===== src/rtl/branch_sequencer_if.sv =====
// ----------------------------------------------------------------------------
// branch_sequencer_if
//
// Purpose:
//   Bundles the signals that run between the branch sequencer and the rest of
//   the rv32 pipeline (decode, ALU, fetch, pipeline control). clk and rst are
//   not part of the bundle.
//
// Signal summary:
//   br_valid / br_ready        decode -> sequencer request handshake
//   br_type, br_pc, br_imm     branch request payload
//   alu_valid                  ALU compare flags valid this cycle
//   alu_neg_flag, alu_zero_flag ALU compare flags
//   resolve_valid/_taken       one-cycle resolution pulse and outcome
//   redirect_valid / _ready    sequencer -> fetch redirect handshake
//   redirect_pc                redirect target
//   stall, flush               pipeline hold / squash controls
//
// Modports:
//   master : the pipeline side (drives requests, ALU flags, redirect_ready)
//   slave  : the branch sequencer itself
// ----------------------------------------------------------------------------
interface branch_sequencer_if #(
    parameter int ADDR_W = 32
);
    logic              br_valid;
    logic              br_ready;
    logic [3:0]        br_type;
    logic [ADDR_W-1:0] br_pc;
    logic [ADDR_W-1:0] br_imm;

    logic              alu_valid;
    logic              alu_neg_flag;
    logic              alu_zero_flag;

    logic              resolve_valid;
    logic              resolve_taken;

    logic              redirect_valid;
    logic              redirect_ready;
    logic [ADDR_W-1:0] redirect_pc;

    logic              stall;
    logic              flush;

    modport master (
        output br_valid,
        output br_type,
        output br_pc,
        output br_imm,
        output alu_valid,
        output alu_neg_flag,
        output alu_zero_flag,
        output redirect_ready,
        input  br_ready,
        input  resolve_valid,
        input  resolve_taken,
        input  redirect_valid,
        input  redirect_pc,
        input  stall,
        input  flush
    );

    modport slave (
        input  br_valid,
        input  br_type,
        input  br_pc,
        input  br_imm,
        input  alu_valid,
        input  alu_neg_flag,
        input  alu_zero_flag,
        input  redirect_ready,
        output br_ready,
        output resolve_valid,
        output resolve_taken,
        output redirect_valid,
        output redirect_pc,
        output stall,
        output flush
    );
endinterface


===== src/rtl/branch_sequencer.sv =====
// ----------------------------------------------------------------------------
// branch_sequencer
//
// Purpose:
//   Multi-cycle controller that resolves conditional branches for the rv32
//   core. A branch request from decode is accepted in IDLE, the sequencer then
//   waits for the ALU compare flags, evaluates the condition, pulses a resolve
//   indication and, when taken, redirects fetch through a valid/ready
//   handshake followed by a fixed-length flush window. stall is held for the
//   whole time a branch is outstanding.
//
// Parameters:
//   ADDR_W       width of PC, immediate and redirect target
//   FLUSH_CYCLES number of cycles flush is high after an accepted redirect
//                (0 = no flush window at all)
//
// Ports:
//   clk  clock
//   rst  synchronous active-high reset
//   bus  branch_sequencer_if.slave, see the interface for the signal list
//
// Branch type encoding (br_type):
//   0 none, 1 eq (zero), 2 ne (!zero), 3 lt (neg), 4 gt (!neg && !zero),
//   5..15 none
// ----------------------------------------------------------------------------
module branch_sequencer #(
    parameter int ADDR_W       = 32,
    parameter int FLUSH_CYCLES = 2
) (
    input  logic                clk,
    input  logic                rst,
    branch_sequencer_if.slave   bus
);

    // ------------------------------------------------------------------------
    // Types and constants
    // ------------------------------------------------------------------------
    typedef enum logic [1:0] {
        ST_IDLE     = 2'd0,
        ST_EVAL     = 2'd1,
        ST_REDIRECT = 2'd2,
        ST_FLUSH    = 2'd3
    } state_e;

    typedef enum logic [3:0] {
        BR_NONE = 4'd0,
        BR_EQ   = 4'd1,
        BR_NE   = 4'd2,
        BR_LT   = 4'd3,
        BR_GT   = 4'd4
    } br_type_e;

    // The counter only ever holds FLUSH_CYCLES-1 down to 0, and it still needs
    // at least one bit when the flush window is disabled.
    localparam int CNT_W = (FLUSH_CYCLES > 1) ? $clog2(FLUSH_CYCLES) : 1;
    localparam logic [CNT_W-1:0] FLUSH_LOAD =
        (FLUSH_CYCLES > 0) ? CNT_W'(FLUSH_CYCLES - 1) : '0;

    // ------------------------------------------------------------------------
    // Condition evaluation
    // ------------------------------------------------------------------------
    function automatic logic is_branch(input logic [3:0] t);
        return (t >= 4'd1) && (t <= 4'd4);
    endfunction

    // gt is strict: a result that is both negative and zero (not physically
    // meaningful, but possible on the flag wires) must not take the branch.
    function automatic logic branch_taken(
        input br_type_e t,
        input logic     neg,
        input logic     zero
    );
        logic taken;
        taken = 1'b0;
        case (t)
            BR_EQ:   taken = zero;
            BR_NE:   taken = !zero;
            BR_LT:   taken = neg;
            BR_GT:   taken = !neg && !zero;
            default: taken = 1'b0;
        endcase
        return taken;
    endfunction

    // ------------------------------------------------------------------------
    // State and datapath registers
    // ------------------------------------------------------------------------
    state_e            state_q,         state_d;
    br_type_e          br_type_q,       br_type_d;
    logic [ADDR_W-1:0] target_q,        target_d;
    logic [CNT_W-1:0]  flush_cnt_q,     flush_cnt_d;
    logic              resolve_valid_q, resolve_valid_d;
    logic              resolve_taken_q, resolve_taken_d;

    logic              eval_taken;

    // NOTE: sequential state uses non-blocking (<=) so every flop samples the
    // pre-edge value of every other flop; blocking here would create
    // order-dependent simulation and a mismatch against synthesis.
    always_ff @(posedge clk) begin
        if (rst) begin
            state_q         <= ST_IDLE;
            br_type_q       <= BR_NONE;
            target_q        <= '0;
            flush_cnt_q     <= '0;
            resolve_valid_q <= 1'b0;
            resolve_taken_q <= 1'b0;
        end else begin
            state_q         <= state_d;
            br_type_q       <= br_type_d;
            target_q        <= target_d;
            flush_cnt_q     <= flush_cnt_d;
            resolve_valid_q <= resolve_valid_d;
            resolve_taken_q <= resolve_taken_d;
        end
    end

    // ------------------------------------------------------------------------
    // Next-state and datapath update
    // ------------------------------------------------------------------------
    assign eval_taken = branch_taken(br_type_q, bus.alu_neg_flag, bus.alu_zero_flag);

    // NOTE: every signal written in this block gets a default first, so no
    // path through the case leaves it unassigned and no latch is inferred.
    always_comb begin
        state_d         = state_q;
        br_type_d       = br_type_q;
        target_d        = target_q;
        flush_cnt_d     = flush_cnt_q;
        resolve_valid_d = 1'b0;
        resolve_taken_d = 1'b0;

        case (state_q)
            ST_IDLE: begin
                // br_ready is 1 in IDLE, so br_valid alone completes the
                // handshake. Non-branch types are consumed without leaving
                // IDLE; alu_valid is meaningless here and not looked at.
                if (bus.br_valid && is_branch(bus.br_type)) begin
                    br_type_d = br_type_e'(bus.br_type);
                    target_d  = bus.br_pc + bus.br_imm;   // wraps mod 2^ADDR_W
                    state_d   = ST_EVAL;
                end
            end

            ST_EVAL: begin
                // Resolve pulse and the REDIRECT state appear on the same
                // edge, so resolve_valid and redirect_valid rise together.
                if (bus.alu_valid) begin
                    resolve_valid_d = 1'b1;
                    resolve_taken_d = eval_taken;
                    state_d         = eval_taken ? ST_REDIRECT : ST_IDLE;
                end
            end

            ST_REDIRECT: begin
                if (bus.redirect_ready) begin
                    if (FLUSH_CYCLES > 0) begin
                        state_d     = ST_FLUSH;
                        flush_cnt_d = FLUSH_LOAD;
                    end else begin
                        state_d = ST_IDLE;
                    end
                end
            end

            ST_FLUSH: begin
                // Counter is loaded with FLUSH_CYCLES-1 and the state exits on
                // the cycle it reads 0, giving exactly FLUSH_CYCLES flush cycles.
                if (flush_cnt_q == '0) begin
                    state_d = ST_IDLE;
                end else begin
                    flush_cnt_d = flush_cnt_q - CNT_W'(1);
                end
            end

            default: begin
                state_d = ST_IDLE;
            end
        endcase
    end

    // ------------------------------------------------------------------------
    // Outputs
    // ------------------------------------------------------------------------
    // redirect_pc reads the latched target directly; it only changes on a
    // request acceptance in IDLE, so it is stable for the whole REDIRECT wait.
    always_comb begin
        bus.br_ready       = (state_q == ST_IDLE);
        bus.stall          = (state_q != ST_IDLE);
        bus.redirect_valid = (state_q == ST_REDIRECT);
        bus.flush          = (state_q == ST_FLUSH);
        bus.resolve_valid  = resolve_valid_q;
        bus.resolve_taken  = resolve_taken_q;
        bus.redirect_pc    = target_q;
    end

    // ------------------------------------------------------------------------
    // Protocol properties
    // ------------------------------------------------------------------------
    // A stalled redirect must keep its request and target until fetch accepts.
    redirect_hold_a : assert property (
        @(posedge clk) disable iff (rst)
        (bus.redirect_valid && !bus.redirect_ready && !rst)
            |=> (bus.redirect_valid && $stable(bus.redirect_pc))
    );

    // The resolve indication is strictly a single-cycle pulse.
    resolve_pulse_a : assert property (
        @(posedge clk) disable iff (rst)
        (bus.resolve_valid && !rst) |=> !bus.resolve_valid
    );

endmodule


===== src/flat_wrapper.sv =====
// flat-port wrapper written by rule: the top's interface ports become plain ports
module branch_sequencer_flat 
#(
    parameter int ADDR_W       = 32,
    parameter int FLUSH_CYCLES = 2
)
  (clk, rst, bus_br_valid, bus_br_type, bus_br_pc, bus_br_imm, bus_alu_valid, bus_alu_neg_flag, bus_alu_zero_flag, bus_redirect_ready, bus_br_ready, bus_resolve_valid, bus_resolve_taken, bus_redirect_valid, bus_redirect_pc, bus_stall, bus_flush);
  branch_sequencer_if #(.ADDR_W(ADDR_W)) bus_i ();
  input  logic clk;
  input  logic rst;
  input wire logic [$bits(bus_i.br_valid)-1:0] bus_br_valid;
  input wire logic [$bits(bus_i.br_type)-1:0] bus_br_type;
  input wire logic [$bits(bus_i.br_pc)-1:0] bus_br_pc;
  input wire logic [$bits(bus_i.br_imm)-1:0] bus_br_imm;
  input wire logic [$bits(bus_i.alu_valid)-1:0] bus_alu_valid;
  input wire logic [$bits(bus_i.alu_neg_flag)-1:0] bus_alu_neg_flag;
  input wire logic [$bits(bus_i.alu_zero_flag)-1:0] bus_alu_zero_flag;
  input wire logic [$bits(bus_i.redirect_ready)-1:0] bus_redirect_ready;
  output wire logic [$bits(bus_i.br_ready)-1:0] bus_br_ready;
  output wire logic [$bits(bus_i.resolve_valid)-1:0] bus_resolve_valid;
  output wire logic [$bits(bus_i.resolve_taken)-1:0] bus_resolve_taken;
  output wire logic [$bits(bus_i.redirect_valid)-1:0] bus_redirect_valid;
  output wire logic [$bits(bus_i.redirect_pc)-1:0] bus_redirect_pc;
  output wire logic [$bits(bus_i.stall)-1:0] bus_stall;
  output wire logic [$bits(bus_i.flush)-1:0] bus_flush;
  assign bus_i.br_valid = bus_br_valid;
  assign bus_i.br_type = bus_br_type;
  assign bus_i.br_pc = bus_br_pc;
  assign bus_i.br_imm = bus_br_imm;
  assign bus_i.alu_valid = bus_alu_valid;
  assign bus_i.alu_neg_flag = bus_alu_neg_flag;
  assign bus_i.alu_zero_flag = bus_alu_zero_flag;
  assign bus_i.redirect_ready = bus_redirect_ready;
  assign bus_br_ready = bus_i.br_ready;
  assign bus_resolve_valid = bus_i.resolve_valid;
  assign bus_resolve_taken = bus_i.resolve_taken;
  assign bus_redirect_valid = bus_i.redirect_valid;
  assign bus_redirect_pc = bus_i.redirect_pc;
  assign bus_stall = bus_i.stall;
  assign bus_flush = bus_i.flush;
  branch_sequencer #(.ADDR_W(ADDR_W), .FLUSH_CYCLES(FLUSH_CYCLES)) u_core (.clk(clk), .rst(rst), .bus(bus_i));
endmodule

===== config.mk =====
export PLATFORM = sky130hd
export DESIGN_NAME = branch_sequencer_flat
export DESIGN_NICKNAME = d
export VERILOG_FILES = /design/src/rtl/branch_sequencer_if.sv /design/src/rtl/branch_sequencer.sv /design/src/flat_wrapper.sv
export SDC_FILE = /design/constraint.sdc
export NUM_CORES = 1
export LEC_CHECK = 0
export ABC_AREA = 1
export CAP_MARGIN = 20
export CORE_MARGIN = 1
export CORE_UTILIZATION = 49
export DETAILED_ROUTE_END_ITERATION = 16
export PLACE_DENSITY = 0.83
export SETUP_SLACK_MARGIN = 0.5
export SYNTH_ARGS = -nofsm -noshare
export SYNTH_HDL_FRONTEND = slang
export SYNTH_SLANG_ARGS = --single-unit

===== constraint.sdc =====
create_clock -name clk -period 1.75 [get_ports clk]
set_input_delay 0.175 -clock clk [delete_from_list [all_inputs] [get_ports clk]]
set_output_delay 0.175 -clock clk [all_outputs]
set_load 0.05 [all_outputs]

==> results of run 1 <==
==> repair_timing <==
| action | in CTS |
|---|---|
| endpoints found under the setup margin | 75 |
| buffers inserted | 22 |
| gates resized for setup | 536 |
| endpoints found under the hold margin | 0 |
| pin swaps | 133 |
| cloned | 3 |
==> synth_stat cells, drive strengths merged (2+ instances only) <==
library cell  number
buf               10
ha                31
nand3             46
dfxtp             41
a21o               2
nand4              4
xor2              11
nor2             106
nand2            245
a21oi             31
o21ai             26
inv              155
o21bai             3
nor3               8
xnor2              4
clkbuf             2
==> kinds of logic after synthesis <==
group / synth area share [%]
AND/OR/NAND/NOR: 41.9
buffers and inverters: 16.3
XOR/XNOR: 3.26
AO/OA/AOI/OAI: 8.09
flip-flops: 20.3
adder cells (fa/ha/maj): 10.1
==> through the flow <==
| step | setup TNS, ps | std cells | cell area, sq um |
|---|---|---|---|
| after floorplan | 0 | 728 | 4130 |
| after global placement | -7330 | 988 | 5770 |
| after detailed placement | -8510 | 988 | 5770 |
| after CTS | 0 | 1021 | 7120 |
==> per-layer routing <==
layer / GRT usage (%) / GRT overflow
met1: 81.1 / 6
met2: 131 / 527
met3: 60.7 / 5
met4: 111 / 145
met5: 5.13 / 0
==> impl_metrics.json, run 1 <==
{
  "syn-num-nets": 835,
  "gr-total-overflow": 683,
  "pre_cts_slack_ps": -400,
  "netlist_area_sq_um": 4040,
  "yosysUniqueCellTypes": 30,
  "synth_ff_type": "dfxtp_1",
  "ys_ff_latch": 41,
  "cts.sinks": 41,
  "stop_error": "[ERROR GRT-0232] Routing congestion too high. Check the congestion heatmap in the GUI.",
  "yosys_warnings": 0,
  "port_buffers": 112,
  "synth_edf_count": 0,
  "rows": 32,
  "cts_buffer_depth": 2,
  "die_x_um": 92.7,
  "place_hpwl_um": 10500,
  "status": "aborted with a tool error",
  "synth_top_area_share_pct": 22.0,
  "syn_avg_cell_area_sq_um": 5.54,
  "worstEpCategory": "register data pin",
  "io_pins": 113,
  "synth-async-reset-ratio_pct": 0,
  "initial_core_util_pct": 51.4,
  "yosysTopAreaCell": "nand2_1",
  "place.gp.congestion": 0.935,
  "haltStage": "global routing",
  "root_buffer": "clkbuf_8",
  "grt_start_max_net_pins": 32,
  "ys_top_cells_by_area": "nand2_1 22%, dfxtp_1 20%, inv_1 14%",
  "numCtsBuffers": 5,
  "syn_inst": 728,
  "yosysSeqAreaShare_pct": 20.3,
  "postGrtWorstEndpoint": "u_core.bus.redirect_pc[30]$_SDFFE_PP0P_/D",
  "cts_hold_buffers": 0,
  "h-tree-depth": 2,
  "fp.dieH_um": 92.7,
  "grtUsageTotal_pct": 92.8
}
==> inputs of run 2 (changes only) <==
Settings changed: CORE_UTILIZATION 49 to 35, PLACE_DENSITY 0.83 to default, PLACE_DENSITY_LB_ADDON from default to 0.15, SETUP_SLACK_MARGIN 0.5 to default.
==> impl_metrics.json, run 2 <==
{
  "synthTopCellsByCount": "236 x nand2_1, 148 x inv_1, 101 x nor2_1",
  "grtUsageTotal_pct": 21.2,
  "finalCriticalPeriod_ps": 1680,
  "cts_buffer_depth": 2,
  "ys_ff_latch": 41,
  "max-cap-violations": 0,
  "clock_latency_ps": 280,
  "p_clk_share_pct": 25.4,
  "cp.arrival_ps": 1910,
  "ys_top_cells_by_area": "nand2_1 22%, dfxtp_1 20%, inv_1 14%",
  "status": "finished, final reports clean",
  "setup_viol": 0,
  "relSlewSlack_pct": 65.0,
  "mostFrequentLayoutCells": "196 x nand2_1, 146 x inv_1, 82 x nor2_1",
  "syn-num-nets": 835,
  "syn_avg_cell_area_sq_um": 5.54,
  "cp_max_fo": 4,
  "utilization_pct": 59.9,
  "synth_ff_type": "dfxtp_1",
  "initial_core_util_pct": 36.6,
  "max_slew.worst_pin.slew_ps": 523,
  "power_frac_comb_pct": 49.2,
  "yosysUniqueCellTypes": 30,
  "pre_cts_slack_ps": -445,
  "dpl-instance-area_sq_um": 5670,
  "p_sw_share_pct": 37.9,
  "nets": 998,
  "syn_inst": 728,
  "area_growth_pct": 63.8,
  "hold_viol": 0,
  "post-synth-top-count-cell": "nand2_1",
  "place.gp.congestion": 0.888,
  "fin_cells": 1032,
  "rows": 38,
  "whs_ps": 303,
  "dp.cells": 1022,
  "grt_pass1_vias": 4375,
  "end_kind": "flip-flop",
  "dr_total_vias": 4696,
  "die_x_um": 109,
  "yosysSeqAreaShare_pct": 20.3,
  "drv_slew": 0,
  "gr-total-overflow": 0,
  "drive_gt1_share_pct": 24.6,
  "rsz0062_at_grt": "yes",
  "cts.sinks": 41,
  "p_leak_nw": 3.67,
  "place_hpwl_um": 10100,
  "diodes": 0,
  "hold_depth": 4,
  "wl_per_cell_um": 12.3,
  "fin_area_sq_um": 6610,
  "largest_register_ffs": 32,
  "start_kind": "input pin",
  "ir_drop_v": 0.000769,
  "tritoncts": "yes",
  "grt_start_max_net_pins": 32,
  "fp.dieH_um": 109,
  "grt_pass1_wl_um": 19900,
  "h-tree-depth": 2,
  "root_buffer": "clkbuf_16",
  "drtPass1Iterations": 5,
  "setup_ws_ps": 68.0,
  "cts_hold_buffers": 0,
  "worstPathRequired_ps": 1980,
  "die-area_sq_um": 12000,
  "numCtsBuffers": 5,
  "hold_path.class": "input pin to flip-flop",
  "yosysTopAreaCell": "nand2_1",
  "fmax_ghz": 0.595,
  "nFillCells": 1057,
  "drt_iter0_markers": 293,
  "synth_edf_count": 0,
  "ant_nets": 0,
  "io_pins": 113,
  "core_sq_um": 11000,
  "power_switching_mw": 1.59,
  "fin_worst_skew_ps": 7.84,
  "final_common_cell": "nand2_1",
  "synth_top_area_share_pct": 22.0,
  "r2r_cells": 7,
  "synth-async-reset-ratio_pct": 0,
  "cts.reportedPaths.clkPinSlew_ps": 50,
  "final.setup.tns_ps": 0,
  "antenna_found_initial": 0,
  "netlist_area_sq_um": 4040,
  "vias_per_cell": 4.55,
  "criticalPathCategory": "input pin to flip-flop",
  "port_buffers": 112,
  "post-route-period-util_pct": 96.1,
  "seq_power_share_pct": 25.4,
  "p_int_mw": 2.59,
  "drc": 0,
  "drt-total-wl_um": 12700,
  "power.density_nw_per_um2": 632,
  "total_power_mw": 4.18,
  "yosys_warnings": 0
}
==> run 2: cell counts after synthesis <==
No cell type changed its count.
==> run 2: final cells by class <==
cell class                 instances  area (sq um)  area share (%)
inverter                         155           582            8.80
sequential                        41           821            12.4
clock buffer                       7           143            2.16
timing repair buffer             168          1620            24.6
multi-input combinational        520          3230            48.9
tap                              140           175            2.65
clock inverter                     1          30.0           0.454
==> run 2: repair_timing <==
action,4_1_cts,5_1_grt
setup buffers,0,2
setup endpoints to repair,19,26
pin swaps,2,32
gates resized for setup,19,147
==> run 2: cells by family (layout without fill, tap and decap cells) <==
family	after synthesis	after routing	share of synthesized area (%)
AO/OA/AOI/OAI	62	62	8.09
XOR/XNOR	15	15	3.26
adder cells (fa/ha/maj)	32	32	10.1
buffers and inverters	167	331	16.3
flip-flops	41	41	20.3
AND/OR/NAND/NOR	411	411	41.9
==> run 2: power groups by stage <==
stage	Clock, mW	Combinational [mW]	Sequential, mW
2_1_floorplan	0	0.880	1.27
3_3_place_gp	0	1.76	1.08
4_1_cts	1.09	1.83	1.06
6_report	1.06	2.06	1.06
5_1_grt	1.13	2.25	1.07
3_5_place_dp	0	1.78	1.08
==> run 2: critical path, stage by stage <==
cell	delay, ps
clkdlybuf4s50_1	440
ha_4	330
nand2_4	80
nor2_2	120
nand3_2	90
nand2_2	90
buf_4	110
xor2_1	280
o21ai_0	120
inv_1	60
==> run 2: per-layer routing <==
layer  GRT usage (%)  up-vias  share of wire [%]
met4            5.05        0                1.3
met1            29.6     2032                 48
met5               0        -                  0
met3            3.20       11                6.4
met2            34.0      137                 44
li1                -     2516                  -
==> run 2: worst paths after layout <==
| check | startpoint | endpoint | slack, ps |
|---|---|---|---|
| max | bus_br_imm[5] | u_core.bus.redirect_pc[7]$_SDFFE_PP0P_ | 70 |
| min | bus_br_imm[0] | u_core.bus.redirect_pc[0]$_SDFFE_PP0P_ | 300 |
| max reg2reg | u_core.state_q[0]$_SDFFE_PP0P_ | u_core.bus.redirect_pc[5]$_SDFFE_PP0P_ | 380 |
| min reg2reg | u_core.br_type_q[3]$_SDFFE_PP0P_ | u_core.br_type_q[3]$_SDFFE_PP0P_ | 450 |
Note: power is estimated with default switching activity, not from simulation.
==> inputs of run 3 (changes only) <==
Settings changed: CAP_MARGIN 20 to default.
==> results of run 3 <==
Same layout as run 2: the final DEF is identical, and so are final timing and power.
